### src/rtl/hs4_bd_tx.sv
// hs4_bd_tx: clocked 4-phase (return-to-zero) bundled-data transmitter.
// Takes words from synchronous logic over valid/ready and sends each one to an
// asynchronous C-element stage as req up -> ack up -> req down -> ack down.
// Optional build macro: HS4_TIMEOUT_EN adds a per-edge ack timeout and a
// sticky ERR state; without it the FSM waits on ack indefinitely.
//
// Handshake on the synchronous side: a word moves on a rising edge of
// wb_clk_i where in_valid && in_ready are both 1. in_ready depends only on
// registered state, never on in_valid, and in_data is ignored otherwise.
module hs4_bd_tx #(
    parameter int DATA_W         = 4,
    parameter int SYNC_STAGES    = 2,
    parameter int TIMEOUT_CYCLES = 255
) (
    input  logic              wb_clk_i,
    input  logic              wb_rst_i,
    input  logic              in_valid,
    input  logic [DATA_W-1:0] in_data,
    output logic              in_ready,
    output logic              req_o,
    output logic [DATA_W-1:0] data_o,
    input  logic              ack_i,
    output logic              done_o,
    output logic [7:0]        xfer_cnt_o,
    output logic              err_o,
    output logic [1:0]        state_o
);

`ifdef HS4_TIMEOUT_EN
    typedef enum logic [1:0] {
        IDLE   = 2'd0,
        REQ_HI = 2'd1,
        REQ_LO = 2'd2,
        ERR    = 2'd3
    } state_t;

    // Last wait-count value before the timeout fires (counter starts at 0).
    localparam logic [7:0] WAIT_LAST = 8'(TIMEOUT_CYCLES - 1);
`else
    typedef enum logic [1:0] {
        IDLE   = 2'd0,
        REQ_HI = 2'd1,
        REQ_LO = 2'd2
    } state_t;
`endif

    state_t                 state_q, state_d;
    logic                   req_q, req_d;
    logic [DATA_W-1:0]      data_q, data_d;
    logic                   done_q, done_d;
    logic [7:0]             cnt_q, cnt_d;
    logic [SYNC_STAGES-1:0] ack_sync_q;
    logic                   ack_s;

    // Synchronize the asynchronous ack into the wb_clk_i domain.
    always_ff @(posedge wb_clk_i or posedge wb_rst_i) begin
        if (wb_rst_i) begin
            ack_sync_q <= '0;
        end else begin
            ack_sync_q <= {ack_sync_q[SYNC_STAGES-2:0], ack_i};
        end
    end

    assign ack_s = ack_sync_q[SYNC_STAGES-1];

`ifdef HS4_TIMEOUT_EN
    logic [7:0] wait_q, wait_d;
    logic       err_q, err_d;
`endif

    // Next-state and output logic for the 4-phase sequencer.
    always_comb begin
        state_d = state_q;
        req_d   = req_q;
        data_d  = data_q;
        done_d  = 1'b0;
        cnt_d   = cnt_q;
`ifdef HS4_TIMEOUT_EN
        err_d   = err_q;
`endif
        case (state_q)
            IDLE: begin
                if (in_valid && in_ready) begin
                    // Data and req move on the same edge so data is valid no
                    // later than the req rise seen by the async stage.
                    data_d  = in_data;
                    req_d   = 1'b1;
                    state_d = REQ_HI;
                end
            end
            REQ_HI: begin
                if (ack_s) begin
                    req_d   = 1'b0;
                    state_d = REQ_LO;
                end
`ifdef HS4_TIMEOUT_EN
                else if (wait_q == WAIT_LAST) begin
                    req_d   = 1'b0;
                    err_d   = 1'b1;
                    state_d = ERR;
                end
`endif
            end
            REQ_LO: begin
                if (!ack_s) begin
                    done_d  = 1'b1;
                    cnt_d   = cnt_q + 8'd1;
                    state_d = IDLE;
                end
`ifdef HS4_TIMEOUT_EN
                else if (wait_q == WAIT_LAST) begin
                    err_d   = 1'b1;
                    state_d = ERR;
                end
`endif
            end
`ifdef HS4_TIMEOUT_EN
            ERR: begin
                // Sticky until reset: ack and in_valid are both ignored.
                req_d = 1'b0;
            end
`endif
            default: begin
                req_d   = 1'b0;
                state_d = IDLE;
            end
        endcase
    end

`ifdef HS4_TIMEOUT_EN
    // Wait counter restarts on every state entry and runs while waiting on ack.
    always_comb begin
        wait_d = wait_q;
        if (state_d != state_q) begin
            wait_d = '0;
        end else if (state_q == REQ_HI || state_q == REQ_LO) begin
            wait_d = wait_q + 8'd1;
        end
    end

    // Timeout counter and sticky error flag.
    always_ff @(posedge wb_clk_i or posedge wb_rst_i) begin
        if (wb_rst_i) begin
            wait_q <= '0;
            err_q  <= 1'b0;
        end else begin
            wait_q <= wait_d;
            err_q  <= err_d;
        end
    end

    assign err_o = err_q;
`else
    assign err_o = 1'b0;
`endif

    // State, request, data, completion pulse and transfer count registers.
    always_ff @(posedge wb_clk_i or posedge wb_rst_i) begin
        if (wb_rst_i) begin
            state_q <= IDLE;
            req_q   <= 1'b0;
            data_q  <= '0;
            done_q  <= 1'b0;
            cnt_q   <= '0;
        end else begin
            state_q <= state_d;
            req_q   <= req_d;
            data_q  <= data_d;
            done_q  <= done_d;
            cnt_q   <= cnt_d;
        end
    end

    // A lingering ack from a previous or spurious cycle blocks new words.
    assign in_ready   = (state_q == IDLE) && !ack_s;
    assign req_o      = req_q;
    assign data_o     = data_q;
    assign done_o     = done_q;
    assign xfer_cnt_o = cnt_q;
    assign state_o    = state_q;

endmodule

### config.mk
export PLATFORM = sky130hd
export DESIGN_NAME = hs4_bd_tx
export DESIGN_NICKNAME = d
export VERILOG_FILES = /design/src/rtl/hs4_bd_tx.sv
export SDC_FILE = /design/constraint.sdc
export NUM_CORES = 1
export LEC_CHECK = 0
export CORE_MARGIN = 2
export CORE_UTILIZATION = 50
export DETAILED_ROUTE_END_ITERATION = 6
export DONT_BUFFER_PORTS = 1
export MAX_ROUTING_LAYER = met4
export PLACE_DENSITY = 0.76
export SLEW_MARGIN = 5
export SYNTH_ARGS = -nofsm -noshare
export SYNTH_HDL_FRONTEND = slang
export SYNTH_SLANG_ARGS = --single-unit
export TNS_END_PERCENT = 1
### constraint.sdc
create_clock -name wb_clk_i -period 3 [get_ports wb_clk_i]
set_input_delay 0.6 -clock wb_clk_i [delete_from_list [all_inputs] [get_ports wb_clk_i]]
set_output_delay 0.6 -clock wb_clk_i [all_outputs]
set_load 0.005 [all_outputs]
==> out/metrics.cfg, run 1 <==
[setup_path]
cp_slowest_cell = dfrtp_1
path_cells = nor3_2
cp-end-kind = output port
cp_top_family = flip-flops
start_kind = flip-flop
max_stage_delay_ns = 0.49
crit_buf_inv = 0
path_class = flip-flop to output port
critPathMaxFanout = 6
critPathRequiredTime_ns = 2.40
reg2regPathDepth = 3
cp_num_cells = 1
arrival_ns = 1.02

[clocking]
clk_latency_ns = 0.28
cts.repair.resized = 0
cts_inserted_buffers = 3
clock_sinks = 18
cts_hold_buf = 0
cts_buffer_depth = 2
path_clk_slew_ns = 0.10
post-cts-setup-buffer-count = 0
htree_num_levels = 1
cts_tree = yes
clockRootBuffer = clkbuf_4

[placement]
port_buffers = 0
gp_congestion = 0.729
postPlaceCellArea_um2 = 738
dp_hpwl_um = 774
dp_slack_ns = 1.50

[sta]
fin_tns_setup_ns = 0
layout_min_cycle_time_ns = 1.62
timing.final.ws_setup_ns = 1.38
maxSlewHeadroom = 0.579
setup_violations = 0
fmax_mhz = 619
finClkSkew_ns = 0.00898
hold_viol_final = 0
worst_slew_pin_slew_ns = 0.630
timing.final.crit_share = 0.539
finalMaxSlewViolations = 0
rsz0062_at_grt = false

[drt]
wirelength_mm = 1.02
first_pass_iters = 2
postRouteAntennaNets = 0
vias = 368
route.detailed.drc = 0
viasPerCell = 5.33
drt_iter0_markers = 2
wire_per_inst_um = 14.8

[power_and_ir_drop]
power_density_mw_per_mm2 = 750
vdd_drop_max_v = 0.000315
p_leak_nw = 0.363

[synthesis]
synth_area_um2 = 738
yosysSeqAreaShare = 0.610
synth_area_leaders = dfrtp_1 61%, mux2_4 8.1%, xnor2_1 7.1%
yosys.area.top_type = dfrtp_1
syn_avg_cell_area_um2 = 14.2
ys_types = 20
ys_ff_latch = 18
synth_top_area_frac = 0.610
synth_cells = 52
yosys_warnings = 0
syn_nets = 61

[global_routing]
overflow = 0
grt_pass1_vias = 385
antenna_found_initial = 0
grt_max_degree = 19
grt.total_usage = 0.137
grt_pass1_wl_mm = 1.76

[finish]
drive_gt1_frac = 0.204
final_common_cell = dfrtp_1
mostFrequentLayoutCells = 18 x dfrtp_1, 6 x xnor2_1, 4 x nand4_1, 4 x mux2_4, 3 x clkbuf_4
fin_area_um2 = 774
fill_cells = 106
area_growth_pct = 4.92
fin_nets = 64
antenna_cells = 0
utilization = 0.581

[run]
cap_viol_max_count = 0

[floorplanning]
die_y_um = 42.4
core_mm2 = 0.00133
start_util = 0.553
die_w_um = 42.4
fp.dieArea_mm2 = 0.00180
io_pins = 26
rows = 13

[min_path]
hold_class = input port to asynchronous set/reset pin

[status]
run_status = finished clean

## area by class of cell
type | count | area, um2 | area share
Tap cell | 15 | 18.8 | 0.0242
Clock buffer | 4 | 36.3 | 0.0468
Sequential cell | 18 | 450 | 0.582
Multi-Input combinational cell | 31 | 265 | 0.342
Inverter | 1 | 3.75 | 0.00485
## where the power goes
part | leakage [nW] | internal (mW) | switching, mW
sequential | 0.228 | 0.292 | 0.0593
clock | 0.0210 | 0.0738 | 0.0692
combinational | 0.114 | 0.0546 | 0.0319
total | 0.363 | 0.420 | 0.160
## path summary, 6_finish.rpt
kind,from,to,slack [ns]
hold / removal,wb_rst_i,xfer_cnt_o[5]$_DFFE_PP0P_,0.27
min in group wb_clk_i,ack_i,ack_sync_q[0]$_DFF_PP0_,0.34
max in group asynchronous,wb_rst_i,state_o[1]$_DFFE_PP0P_,2.32
hold reg to reg,ack_sync_q[0]$_DFF_PP0_,ack_sync_q[1]$_DFF_PP0_,0.36
setup / recovery,state_o[0]$_DFFE_PP0P_,in_ready,1.38
setup reg to reg,state_o[0]$_DFFE_PP0P_,data_o[3]$_DFFE_PP0P_,1.50
## kinds of logic (layout without fill, tap and decap cells)
family                     count (synthesis)  in the layout  synth area share
adders and majority gates                  1              1            0.0169
AOI/OAI and AO/OA                          2              2            0.0169
DFF                                       18             18             0.610
and+or+nand+nor                           14             14             0.129
xor gates and xnor gates                   8              8            0.0949
muxes                                      5              5            0.0966
buffers and inverters                      3              5            0.0305
other                                      1              1           0.00508
## layer usage
metal,vias up,track usage,part of all wire
met4,0,0.0750,0.011
met1,172,0.157,0.47
met2,15,0.191,0.44
met3,2,0.0733,0.083
li1,179,-,-
met5,-,-,0
## synthesized netlist by cell type (all sizes together)
cell	n
buf	2
xor2	2
xnor2	6
conb	1
ha	1
mux2	5
a21o	1
and3	2
o21ai	1
nor3	2
nor3b	1
nor2	1
and2	2
nand4	4
nand2	2
inv	1
dfrtp	18
## metrics by stage
stage               hold WS (ns)  total power, mW  instances
CTS                        0.298            0.589         69
global placement           0.333            0.442         65
floorplan                  0.331            0.425         52
global route               0.316            0.618         69
finish                     0.268            0.581         69
detailed placement         0.340            0.446         65
## flip-flops by register name, indices dropped and copies added, names as in the netlist
signal	count
xfer_cnt_o	8
ack_sync_q	2
data_o	4
state_o	2
req_o	1
done_o	1
Power figures use the tool's default switching activity.
==> run 2: changes to the inputs <==
==> constraint.sdc (replaced) <==
create_clock -name wb_clk_i -period 1.6 [get_ports wb_clk_i]
set_input_delay 0.32 -clock wb_clk_i [delete_from_list [all_inputs] [get_ports wb_clk_i]]
set_output_delay 0.32 -clock wb_clk_i [all_outputs]
set_load 0.005 [all_outputs]
==> out/metrics.cfg, run 2 (synthesized netlist as in run 1, its figures left out) <==
[run]
cap_viol_max_count = 0  ; unchanged

[clocking]
cts_inserted_buffers = 3  ; unchanged
cts_buffer_depth = 2  ; unchanged
cts.repair.resized = 0  ; unchanged
post-cts-setup-buffer-count = 0  ; unchanged
clock_sinks = 18  ; unchanged
clockRootBuffer = clkbuf_4  ; unchanged
clk_latency_ns = 0.29  ; was 0.28 ns
cts_tree = yes  ; unchanged
path_clk_slew_ns = 0.11  ; was 0.10 ns
cts_hold_buf = 0  ; unchanged
htree_num_levels = 1  ; unchanged

[global_routing]
antenna_found_initial = 0  ; unchanged
met2_usage = 0.203  ; was 0.191
grt_max_degree = 19  ; unchanged
grt_util_met1 = 0.170  ; was 0.157
use_met3 = 0.0647  ; was 0.0733
grt.total_usage = 0.143  ; was 0.137
grt_pass1_wl_mm = 1.84  ; was 1.76 mm
top_usage_layer = met2  ; unchanged
grt_pass1_vias = 380  ; was 385
overflow = 0  ; unchanged

[drt]
viasPerCell = 5.67  ; was 5.33
postRouteAntennaNets = 0  ; unchanged
first_pass_iters = 4  ; was 2
wire_per_inst_um = 14.9  ; was 14.8 um
wirelength_mm = 1.03  ; was 1.02 mm
vias = 391  ; was 368
route.detailed.drc = 0  ; unchanged
drt_iter0_markers = 14  ; was 2

[floorplanning]
io_pins = 26  ; unchanged
die_y_um = 42.4  ; unchanged
rows = 13  ; unchanged
start_util = 0.553  ; unchanged
fp.dieArea_mm2 = 0.00180  ; unchanged
die_w_um = 42.4  ; unchanged
core_mm2 = 0.00133  ; unchanged

[sta]
finClkSkew_ns = 0.0144  ; was 0.00898 ns
timing.final.crit_share = 0.936
worst_slew_pin_slew_ns = 0.648  ; was 0.630 ns
hold_viol_final = 10  ; was 0
maxSlewHeadroom = 0.568  ; was 0.579
whs_ns = -0.00740  ; was 0.268 ns
fmax_mhz = 668
finalMaxSlewViolations = 0  ; unchanged
setup_violations = 0  ; unchanged
fin_tns_setup_ns = 0  ; unchanged
rsz0062_at_grt = false  ; unchanged
layout_min_cycle_time_ns = 1.50
timing.final.ws_setup_ns = 0.103  ; was 1.38 ns

[placement]
postPlaceCellArea_um2 = 738  ; unchanged
gp_congestion = 0.729  ; about the same
dp_slack_ns = 0.0959  ; was 1.50 ns
port_buffers = 0  ; unchanged
dpl.cell_count = 65  ; unchanged
dp_hpwl_um = 769  ; was 774 um

[power_and_ir_drop]
power_density_mw_per_mm2 = 1410  ; was 750 mW/mm2
p_int_uw = 788  ; was 421 uW
seqPwrFrac = 0.602  ; was 0.605
p_clk_frac = 0.249  ; was 0.246
swShare = 0.279  ; was 0.276
p_leak_nw = 0.363  ; unchanged
vdd_drop_max_v = 0.000783  ; was 0.000315 V
pwr-share-comb = 0.150  ; was 0.149
p_switching_uw = 306  ; was 160 uW

[finish]
mostFrequentLayoutCells = 18 x dfrtp_1, 6 x xnor2_1, 4 x nand4_1, 4 x mux2_4, 3 x clkbuf_4  ; unchanged
final_common_cell = dfrtp_1  ; unchanged
antenna_cells = 0  ; unchanged
fin_area_um2 = 774  ; unchanged
stdcell_count = 69  ; unchanged
largest_reg_flops = 8  ; unchanged
area_growth_pct = 4.92  ; unchanged
fin_nets = 64  ; unchanged
fill_cells = 105  ; was 106
drive_gt1_frac = 0.204  ; unchanged

[setup_path]
critPathRequiredTime_ns = 1.77  ; was 2.40 ns
path_class = flip-flop to flip-flop  ; was flip-flop to output port
cp-end-kind = flip-flop  ; was output port
startpoint = state_o[0]$_DFFE_PP0P_  ; unchanged
critPathMaxFanout = 6  ; unchanged
worstReg2RegStart = state_o[0]$_DFFE_PP0P_  ; unchanged
start_kind = flip-flop  ; unchanged
ff2ff_setup_slack_ns = 0.10  ; was 1.50 ns
arrival_ns = 1.66  ; was 1.02 ns
critical_path.endpoint = data_o[1]$_DFFE_PP0P_  ; was in_ready
reg2regPathDepth = 3  ; unchanged
timing.rr.end = data_o[1]$_DFFE_PP0P_  ; was data_o[3]$_DFFE_PP0P_

[status]
run_status = complete, but fails checks  ; was finished clean
violations = negative hold slack

[min_path]
hold_class = input port to asynchronous set/reset pin  ; unchanged

run 2: cell counts in the layout (fill, tap and decap cells not counted):
No cell type changed its count.
run 2: cell type report:
cell class / count / area [um2] / share of cell area
clock buffer: 4 / 36.3 / 0.0468
inverter: 1 / 3.75 / 0.00485
multi-input combinational: 31 / 265 / 0.342
sequential: 18 / 450 / 0.582
tap: 15 / 18.8 / 0.0242
run 2: worst min path at each step:
stage | startpoint | end | cells after the start
after floorplan | wb_rst_i | ack_sync_q[0]$_DFF_PP0_ | 1
after global placement | wb_rst_i | xfer_cnt_o[5]$_DFFE_PP0P_ | 1
after detailed placement | wb_rst_i | xfer_cnt_o[5]$_DFFE_PP0P_ | 1
after CTS | wb_rst_i | xfer_cnt_o[5]$_DFFE_PP0P_ | 1
after global routing | ack_i | ack_sync_q[0]$_DFF_PP0_ | 0
final | wb_rst_i | xfer_cnt_o[5]$_DFFE_PP0P_ | 1
run 2: routing by layer:
| metal | part of all wire | vias to the layer above |
|---|---|---|
| met1 | 0.44 | 186 |
| met2 | 0.44 | 24 |
| met5 | 0 | - |
| li1 | - | 179 |
| met4 | 0.012 | 0 |
| met3 | 0.10 | 2 |
run 2: metrics by stage:
step / hold WS [ns] / util / total power, mW
6_report: -0.00740 / 0.581 / 1.09
5_1_grt: 0.0282 / 0.581 / 1.17
4_1_cts: 0.0239 / 0.581 / 1.11
3_5_place_dp: 0.340 / 0.553 / 0.837
3_3_place_gp: 0.333 / 0.553 / 0.828
2_1_floorplan: 0.259 / - / 0.797
run 2: worst max-delay path, stage by stage (launching register included):
cell	delay (ns)
dfrtp_1	0.48
nor3_2	0.25
and2_1	0.32
mux2_4	0.33
run 2: power by group through the flow:
stage / Clock [mW] / Sequential (mW) / Combinational [mW]
final: 0.272 / 0.658 / 0.164
after global routing: 0.306 / 0.678 / 0.187
after CTS: 0.277 / 0.662 / 0.167
after detailed placement: 0 / 0.671 / 0.166
after global placement: 0 / 0.668 / 0.160
after floorplan: 0 / 0.644 / 0.152
==> run 3: changes to the inputs <==
--- a/config.mk
+++ b/config.mk
@@ -7,6 +7,7 @@
 export LEC_CHECK = 0
 export CORE_MARGIN = 2
 export CORE_UTILIZATION = 50
+export CTS_CLUSTER_DIAMETER = 120
 export DETAILED_ROUTE_END_ITERATION = 6
 export DONT_BUFFER_PORTS = 1
 export MAX_ROUTING_LAYER = met4
==> results of run 3 <==
No change in the layout: final DEF, timing and power equal those of run 2.
